`src/rtl/mul_iterative.sv`:
```
// Iterative shift-add multiplier execute unit (RV M-extension multiply uops).
// Retires p_bits_per_cycle multiplier bits per compute cycle and returns the
// selected half of the full 2W-bit product on the X->W interface.

package mul_iterative_pkg;
    typedef enum logic [3:0] {
        OP_ADD    = 4'd0,
        OP_SUB    = 4'd1,
        OP_MUL    = 4'd2,
        OP_MULH   = 4'd3,
        OP_MULHSU = 4'd4,
        OP_MULHU  = 4'd5
    } rv_uop;
endpackage

module mul_iterative
    import mul_iterative_pkg::*;
#(
    parameter int p_addr_bits      = 32,
    parameter int p_data_bits      = 32,
    parameter int p_seq_num_bits   = 5,
    parameter int p_bits_per_cycle = 1
) (
    input  logic                      clk,
    input  logic                      rst,
    // D -> X request
    input  logic                      d_val,
    output logic                      d_rdy,
    input  logic [p_addr_bits-1:0]    d_pc,
    input  logic [p_seq_num_bits-1:0] d_seq_num,
    input  logic [p_data_bits-1:0]    d_op1,
    input  logic [p_data_bits-1:0]    d_op2,
    input  logic [4:0]                d_waddr,
    input  rv_uop                     d_uop,
    // X -> W result
    output logic                      w_val,
    input  logic                      w_rdy,
    output logic [p_addr_bits-1:0]    w_pc,
    output logic [p_seq_num_bits-1:0] w_seq_num,
    output logic [4:0]                w_waddr,
    output logic [p_data_bits-1:0]    w_wdata,
    output logic                      w_wen
);

    localparam int W  = p_data_bits;
    localparam int W2 = 2 * p_data_bits;
    localparam int K  = p_bits_per_cycle;
    localparam int N  = W / K;
    localparam int CW = (N > 1) ? $clog2(N) : 1;

    localparam logic [CW-1:0] CNT_LAST = CW'(N - 1);
    localparam logic [CW-1:0] CNT_ONE  = CW'(1'b1);
    localparam logic [W-1:0]  ONE_W    = W'(1'b1);
    localparam logic [W2-1:0] ONE_W2   = W2'(1'b1);

    typedef enum logic [1:0] {
        IDLE = 2'd0,
        CALC = 2'd1,
        DONE = 2'd2
    } state_t;

    state_t                    state_r;
    state_t                    state_s;
    logic                      d_rdy_s;
    logic                      accept_s;
    logic                      last_s;

    // Datapath state
    logic [CW-1:0]             cnt_r;
    logic [W2-1:0]             acc_r;
    logic [W2-1:0]             mcand_r;
    logic [W-1:0]              mplier_r;
    logic                      neg_r;
    rv_uop                     uop_r;

    // Operand preparation at accept
    logic                      op1_signed_s;
    logic                      op2_signed_s;
    logic                      sign1_s;
    logic                      sign2_s;
    logic [W-1:0]              mag1_s;
    logic [W-1:0]              mag2_s;

    // Step and result selection
    logic [W2-1:0]             acc_next_s;
    logic [W2-1:0]             prod_s;
    logic [W-1:0]              wdata_s;

    // Registered W-side outputs
    logic                      w_val_r;
    logic                      w_wen_r;
    logic [p_addr_bits-1:0]    w_pc_r;
    logic [p_seq_num_bits-1:0] w_seq_num_r;
    logic [4:0]                w_waddr_r;
    logic [W-1:0]              w_wdata_r;

    assign d_rdy     = d_rdy_s;
    assign w_val     = w_val_r;
    assign w_wen     = w_wen_r;
    assign w_pc      = w_pc_r;
    assign w_seq_num = w_seq_num_r;
    assign w_waddr   = w_waddr_r;
    assign w_wdata   = w_wdata_r;

    // Signedness of each incoming operand and its unsigned magnitude.
    always_comb begin
        op1_signed_s = 1'b1;
        op2_signed_s = 1'b1;
        case (d_uop)
            OP_MULHSU: begin
                op1_signed_s = 1'b1;
                op2_signed_s = 1'b0;
            end
            OP_MULHU: begin
                op1_signed_s = 1'b0;
                op2_signed_s = 1'b0;
            end
            default: begin
                op1_signed_s = 1'b1;
                op2_signed_s = 1'b1;
            end
        endcase
        sign1_s = op1_signed_s & d_op1[W-1];
        sign2_s = op2_signed_s & d_op2[W-1];
        // W-bit negate keeps abs(-2^(W-1)) exact as an unsigned magnitude.
        if (sign1_s) begin
            mag1_s = ~d_op1 + ONE_W;
        end else begin
            mag1_s = d_op1;
        end
        if (sign2_s) begin
            mag2_s = ~d_op2 + ONE_W;
        end else begin
            mag2_s = d_op2;
        end
    end

    // One shift-add step, plus the sign fix-up and half select used on the last step.
    always_comb begin
        acc_next_s = acc_r + (mcand_r * W2'(mplier_r[K-1:0]));
        if (neg_r) begin
            prod_s = ~acc_next_s + ONE_W2;
        end else begin
            prod_s = acc_next_s;
        end
        case (uop_r)
            OP_MULH, OP_MULHSU, OP_MULHU: wdata_s = prod_s[W2-1:W];
            default:                      wdata_s = prod_s[W-1:0];
        endcase
    end

    // FSM state register.
    always_ff @(posedge clk or posedge rst) begin
        if (rst) begin
            state_r <= IDLE;
        end else begin
            state_r <= state_s;
        end
    end

    // FSM next state, accept strobe and D-side ready.
    always_comb begin
        state_s  = state_r;
        d_rdy_s  = 1'b0;
        accept_s = 1'b0;
        last_s   = (cnt_r == CNT_LAST);
        case (state_r)
            IDLE: begin
                d_rdy_s = 1'b1;
                if (d_val) begin
                    accept_s = 1'b1;
                    state_s  = CALC;
                end else begin
                    state_s  = IDLE;
                end
            end
            CALC: begin
                if (last_s) begin
                    state_s = DONE;
                end else begin
                    state_s = CALC;
                end
            end
            DONE: begin
                // Ready for a new op only in the cycle the result is taken.
                d_rdy_s = w_rdy;
                if (w_rdy) begin
                    if (d_val) begin
                        accept_s = 1'b1;
                        state_s  = CALC;
                    end else begin
                        state_s  = IDLE;
                    end
                end else begin
                    state_s = DONE;
                end
            end
            default: begin
                state_s = IDLE;
            end
        endcase
    end

    // Operand capture, shift-add iteration and registered result outputs.
    always_ff @(posedge clk or posedge rst) begin
        if (rst) begin
            cnt_r       <= {CW{1'b0}};
            acc_r       <= {W2{1'b0}};
            mcand_r     <= {W2{1'b0}};
            mplier_r    <= {W{1'b0}};
            neg_r       <= 1'b0;
            uop_r       <= OP_ADD;
            w_val_r     <= 1'b0;
            w_wen_r     <= 1'b0;
            w_pc_r      <= {p_addr_bits{1'b0}};
            w_seq_num_r <= {p_seq_num_bits{1'b0}};
            w_waddr_r   <= 5'd0;
            w_wdata_r   <= {W{1'b0}};
        end else if (accept_s) begin
            cnt_r       <= {CW{1'b0}};
            acc_r       <= {W2{1'b0}};
            mcand_r     <= W2'(mag1_s);
            mplier_r    <= mag2_s;
            neg_r       <= sign1_s ^ sign2_s;
            uop_r       <= d_uop;
            w_val_r     <= 1'b0;
            w_wen_r     <= 1'b0;
            w_pc_r      <= d_pc;
            w_seq_num_r <= d_seq_num;
            w_waddr_r   <= d_waddr;
        end else if (state_r == CALC) begin
            acc_r    <= acc_next_s;
            mcand_r  <= mcand_r << K;
            mplier_r <= mplier_r >> K;
            cnt_r    <= cnt_r + CNT_ONE;
            if (last_s) begin
                w_wdata_r <= wdata_s;
                w_val_r   <= 1'b1;
                w_wen_r   <= 1'b1;
            end
        end else if ((state_r == DONE) && w_rdy) begin
            w_val_r <= 1'b0;
            w_wen_r <= 1'b0;
        end
    end

endmodule
```
`config.mk`:
```
export PLATFORM = sky130hd
export DESIGN_NAME = mul_iterative
export DESIGN_NICKNAME = d
export VERILOG_FILES = /design/src/rtl/mul_iterative.sv
export SDC_FILE = /design/constraint.sdc
export NUM_CORES = 1
export LEC_CHECK = 0
export ABC_AREA = 1
export CORE_ASPECT_RATIO = 1.2
export CORE_MARGIN = 2
export CORE_UTILIZATION = 35
export CTS_BUF_LIST = sky130_fd_sc_hd__clkbuf_4 sky130_fd_sc_hd__clkbuf_8
export CTS_CLUSTER_DIAMETER = 40
export DETAILED_ROUTE_END_ITERATION = 16
export PLACE_DENSITY = 0.52
export RECOVER_POWER = 100
export REMOVE_ABC_BUFFERS = 1
export SETUP_SLACK_MARGIN = 0.15
export SYNTH_ARGS = -nofsm -noshare
export SYNTH_HDL_FRONTEND = slang
export SYNTH_SLANG_ARGS = --single-unit
```
`constraint.sdc`:
```
create_clock -name clk -period 28.5 [get_ports clk]
set_input_delay 7.125 -clock clk [delete_from_list [all_inputs] [get_ports clk]]
set_output_delay 7.125 -clock clk [all_outputs]
set_load 0.03 [all_outputs]
```
==> impl_metrics.csv, run 1 <==
group,metric,value,unit
run_status,outcome,"finished with violations",
run_status,violations,"max-capacitance violations, max-slew violations",
timing,setup_violations,0,
worst_setup_path,crit_end,"d_rdy",
synth,async_reset_ff_share,100.0,%
timing,clock_skew,55.41,ps
timing,min_period,16030,ps
power_and_ir_drop,p_leak,0.01320,µW
timing,max_freq,62.40,MHz
synth,ys_seq_area_share,30.48,%
clocking,htree_levels,2,
clocking,cts_made_buffers,53,
synth,syn_area_per_cell,5.987,µm²
detailed_routing,final_antenna_net_count,0,
worst_setup_path,worstRegToRegCells,10,
timing,finalHoldViolations,0,
timing,slew_violations,560,
worst_setup_path,crit_fanout,3,
clocking,cts-root-buf,"clkbuf_8",
worst_setup_path,path_class,"input port to output pin",
synth,synth_top_family_by_area,"simple AND/OR/NAND/NOR gates",
worst_setup_path,worst_setup_path_start_kind,"input port",
detailed_routing,routedWlPerCell,17.48,µm
global_route,grt_max_degree,81,
floorplan,initial_utilization,35.39,%
floorplan,dieArea,59880,µm²
layout,final_common_cell,"nand2_1",
synth,synth_top_cell_area_share,30.48,%
detailed_routing,drtIter0Drc,1315,
layout,final_core_util,42.09,%
worst_hold_path,min_path_type,"flop to flop",
floorplan,die_width,223.7,µm
synth,synthAdderAreaFrac,4.295,%
detailed_routing,avgViaCountPerCell,4.895,
global_route,grt_pass1_wl,116300,µm
detailed_routing,firstDrtPassIters,5,
worst_setup_path,required,21380,ps
clocking,post_cts_buffers,0,
detailed_routing,routed_wl,75760,µm
synth,synthTopCellsByArea,"dfrtp_1 (30%), nand2_1 (24%), inv_1 (11%)",
layout,drive_gt1_share,5.392,%
clocking,cts_buffer_depth,3,
floorplan,pin_count,191,
clocking,clk_latency,660,ps
synth,ys_ff_latch,247,
power_and_ir_drop,vdd_drop_max,0.00005267,V
synth,yosys_most_used_dff,"dfrtp_1",
timing,fin_crit_sh,56.23,%
layout,syn_to_final_growth,18.94,%
placement,hpwl,59540,µm
timing,slew_headroom,-162.3,%
clocking,cts.clk_slew.worst_paths,60,ps
worst_setup_path,crit_arrival,8900,ps
worst_setup_path,crit_path_end_kind,"output pin",
layout,nets,3738,
placement,gp_congestion,0.9493,
global_route,globalRoute.totalOverflow,0,
detailed_routing,num_vias,21216,
synth,syn_inst,3387,
power_and_ir_drop,power_density,126.0,nW/µm²
clocking,hold_buffers,0,
timing,setup-tns-final,0,ps
placement,port_buffers,190,
worst_setup_path,r2r-end,"acc_r[55]",
synth,syn_area,20280,µm²
global_route,antenna_found_initial,1,
synth,synth_cell_types,52,
layout,layout_common_cells,"nand2_1 (1306), inv_1 (604), dfrtp_1 (246)",
clocking,cts_sinks,247,
timing,worst_pin_slew,3934,ps
floorplan,coreArea,57300,µm²
synth,synth_edf_count,0,
run,cap_violations,10,
worst_setup_path,r2r_slack,21830,ps
synth,synth_xor_xnor_area_share,0.7281,%
timing,rsz0062_at_grt,"false",
floorplan,dieHeight,267.7,µm
global_route,grt_usage,25.26,%
synth,synth_top_cell_by_area,"dfrtp_1",
detailed_routing,drc,0,
worst_setup_path,r2r_start,"state_r[1]",
synth,yosys_warnings,0,
clocking,post_cts_resized,0,
synth,synth_simple_gate_area_share,39.79,%
layout,fillCellCount,6293,
floorplan,std_cell_rows,96,
worst_setup_path,cp-startpoint,"w_rdy",
global_route,grt_pass1_vias,20373,
synth,synth-compound-area-share,11.43,%
synth,synth_mux_area_share,0,%
clocking,cts_tree,"yes",
timing,hold_slack,469.4,ps
worst max-delay path, cell delays in order:
cell and delay (ps):
dlygate4sd3_1 600, or2_2 320, nand2_1 90, inv_1 70, dlygate4sd3_1 690
state kept, by name, indices dropped and copies added, names as in the netlist:
register and cells:
mcand_r 64, w_pc 32, w_wen 1, acc_r 64, state_r 2, w_seq_num 5, mplier_r 32, neg_r 1
cnt_r 5, w_wdata 32, w_waddr 5, uop_r 4
synthesized netlist by cell type (17+ instances only):
cell type / number
nand2_1: 1303
inv_1: 605
dfrtp_1: 247
nor2_1: 243
nand3_1: 220
o21ai_0: 194
a21oi_1: 96
clkbuf_1: 72
ha_1: 68
nor3_1: 35
nand4_1: 32
o221ai_1: 29
or2_2: 21
nand2_2: 17
final cells by class:
cell class,instances,area (µm²),area share (%)
antenna,1,2.502,0.01038
clock buffer,71,920.9,3.818
clock inverter,27,367.9,1.525
inverter,622,2340,9.702
multi-input combinational,2426,11400,47.27
sequential,247,6182,25.63
tap,735,919.6,3.813
timing repair buffer,205,1984,8.228
worst min path at each step:
| stage | cells past startpoint | endpoint | from |
|---|---|---|---|
| after floorplan | 2 | uop_r[1] | uop_r[1] |
| after global placement | 2 | w_pc[21] | w_pc[21] |
| after detailed placement | 2 | w_pc[0] | w_pc[0] |
| after CTS | 2 | w_pc[5] | w_pc[5] |
| after global routing | 2 | w_pc[0] | w_pc[0] |
| final | 2 | w_pc[21] | w_pc[21] |
through the flow:
stage / worst slack, ps / area, µm² / power (µW) / std cells
global route: 11560 / 24120 / 3300 / 4334
finish: 12470 / 24120 / 3039 / 4334
global placement: 12640 / 22900 / 2555 / 4235
detailed placement: 12640 / 22900 / 2560 / 4235
CTS: 12640 / 24190 / 3048 / 4333
floorplan: 13790 / 19920 / 1880 / 3295
where the power goes:
part	switching, µW	total (µW)	internal, µW
clock	183	469	286
combinational	1370	1940	575
sequential	107	631	523
kinds of logic after synthesis:
logic type      count (synthesis)
flops                         247
fa+ha+maj                      69
xor+xnor                       16
simple gates                 1941
buf+inv                       714
compound gates                400
per-layer routing:
metal	GRT usage (%)	part of all wire [%]	vias up	routed length, µm
met2	42.49	46	525	35180
met4	9.766	3.9	0	2921
li1	-	-	10889	-
met5	0	0	-	0
met3	3.917	5.6	106	4266
met1	32.56	44	9696	33390
Note: power is estimated with default switching activity, not from simulation.
==> run 2: changes to the inputs <==
--- a/config.mk
+++ b/config.mk
@@ -12,7 +12,7 @@
 export CTS_BUF_LIST = sky130_fd_sc_hd__clkbuf_4 sky130_fd_sc_hd__clkbuf_8
 export CTS_CLUSTER_DIAMETER = 40
 export DETAILED_ROUTE_END_ITERATION = 16
-export PLACE_DENSITY = 0.52
+export PLACE_DENSITY = 0.54
 export RECOVER_POWER = 100
 export REMOVE_ABC_BUFFERS = 1
 export SETUP_SLACK_MARGIN = 0.15
==> constraint.sdc (replaced) <==
create_clock -name clk -period 14 [get_ports clk]
set_input_delay 3.5 -clock clk [delete_from_list [all_inputs] [get_ports clk]]
set_output_delay 3.5 -clock clk [all_outputs]
set_load 0.03 [all_outputs]
==> impl_metrics.csv, run 2 (synthesized netlist as in run 1, its figures left out) <==
group,metric,value,unit
power_and_ir_drop,switching_share,55.36,%
placement,placed_area,22900,µm²
timing,max_freq,101.3,MHz
global_route,grt_usage,24.63,%
floorplan,coreArea,57300,µm²
detailed_routing,drc,0,
floorplan,dieArea,59880,µm²
layout,final_common_cell,"nand2_1",
run_status,violations,"max-capacitance violations, max-slew violations",
timing,finalHoldViolations,0,
timing,worst_pin_slew,5613,ps
placement,hpwl,58130,µm
timing,setup_violations,0,
timing,min_period,9875,ps
clocking,hold_buffers,0,
worst_setup_path,crit_fanout,124,
detailed_routing,firstDrtPassIters,6,
detailed_routing,final_antenna_net_count,0,
detailed_routing,routed_wl,73870,µm
layout,fin_area,23840,µm²
run,cap_violations,6,
timing,slew_violations,390,
clocking,post_cts_buffers,0,
clocking,clk_latency,620,ps
clocking,cts.clk_slew.worst_paths,60,ps
floorplan,std_cell_rows,96,
layout,fillCellCount,6195,
timing,setup-tns-final,0,ps
timing,clock_skew,45.41,ps
power_and_ir_drop,vdd_drop_max,0.0001322,V
detailed_routing,routedWlPerCell,17.11,µm
clocking,cts_made_buffers,46,
layout,final_core_util,41.61,%
worst_setup_path,worst_setup_path_start_kind,"input port",
global_route,globalRoute.totalOverflow,0,
clocking,post_cts_resized,0,
clocking,htree_levels,2,
worst_hold_path,min_path_type,"flop to flop",
placement,port_buffers,190,
power_and_ir_drop,pwr-share-seq,21.0,%
global_route,grt_max_degree,125,
timing,slew_headroom,-276.2,%
floorplan,dieHeight,267.7,µm
global_route,grt_pass1_wl,114600,µm
timing,rsz0062_at_grt,"false",
power_and_ir_drop,power_density,251.3,nW/µm²
clocking,cts_tree,"yes",
worst_setup_path,required,13930,ps
worst_setup_path,path_class,"input port to asynchronous set/reset pin",
clocking,cts-root-buf,"clkbuf_8",
power_and_ir_drop,p_sw,3317,µW
detailed_routing,drtIter0Drc,1632,
layout,layout_common_cells,"nand2_1 (1310), inv_1 (604), nor2_1 (247)",
power_and_ir_drop,combPwrFrac,66.0,%
timing,fin_crit_sh,70.53,%
power_and_ir_drop,clock_power_share,13.1,%
worst_setup_path,crit_path_end_kind,"asynchronous set/reset pin",
power_and_ir_drop,power.total,5992,µW
power_and_ir_drop,p_leak,0.01308,µW
placement,gp_congestion,0.9405,
floorplan,pin_count,191,
clocking,cts_sinks,247,
detailed_routing,num_vias,21275,
global_route,grt_pass1_vias,20378,
layout,nets,3731,
global_route,antenna_found_initial,1,
run_status,outcome,"finished with violations",
power_and_ir_drop,power.internal,2675,µW
detailed_routing,avgViaCountPerCell,4.929,
floorplan,die_width,223.7,µm
layout,largestRegisters,"acc_r: 64 flops, mcand_r: 64 flops",
worst_setup_path,crit_arrival,9810,ps
layout,syn_to_final_growth,17.58,%
timing,hold_slack,469.7,ps
clocking,cts_buffer_depth,3,
layout,drive_gt1_share,4.804,%
floorplan,initial_utilization,35.39,%
run 2: through the flow:
step	setup slack [ps]	cells
finish	4125	4316
global route	2793	4316
CTS	5554	4315
detailed placement	5553	4235
global placement	5549	4235
floorplan	3713	3295
run 2: power groups by stage:
stage | Combinational [µW] | Clock, µW | Sequential (µW)
finish | 3950 | 783 | 1260
detailed placement | 3940 | 0 | 1270
global placement | 3920 | 0 | 1270
CTS | 3960 | 803 | 1260
floorplan | 2370 | 0 | 1460
global route | 4390 | 831 | 1300
run 2: layout make-up:
cell class / instances / area, µm² / area share (%)
Tap cell: 735 / 919.6 / 3.857
Multi-Input combinational cell: 2426 / 11380 / 47.74
Sequential cell: 247 / 6183 / 25.94
Antenna cell: 1 / 2.502 / 0.01050
Clock buffer: 67 / 853.3 / 3.579
Clock inverter: 13 / 162.7 / 0.6822
Inverter: 622 / 2340 / 9.814
Timing Repair Buffer: 205 / 1999 / 8.386
run 2: per-layer routing:
layer  GRT usage, %  share of wire [%]  vias to the layer above
met3          2.962                5.2                      125
met2          41.16                 46                      540
met5              0                  0                        -
met4          10.99                4.6                        0
met1          31.95                 44                     9761
li1               -                  -                    10849
run 2: worst paths after layout:
kind	slack, ps	end	depth (start not counted)	start
min reg2reg	470	w_waddr[0]	2	w_waddr[0]
max	4130	acc_r[15]	3	rst
min	470	w_waddr[0]	2	w_waddr[0]
max reg2reg	6740	mcand_r[22]	9	state_r[1]
max in group clk	4300	mcand_r[22]	9	w_rdy
min in group asynchronous	5090	w_seq_num[4]	2	rst
run 2: critical path: stages:
cell	delay (ps)
dlygate4sd3_1	550
clkinvlp_2	3120
clkbuf_1	2550
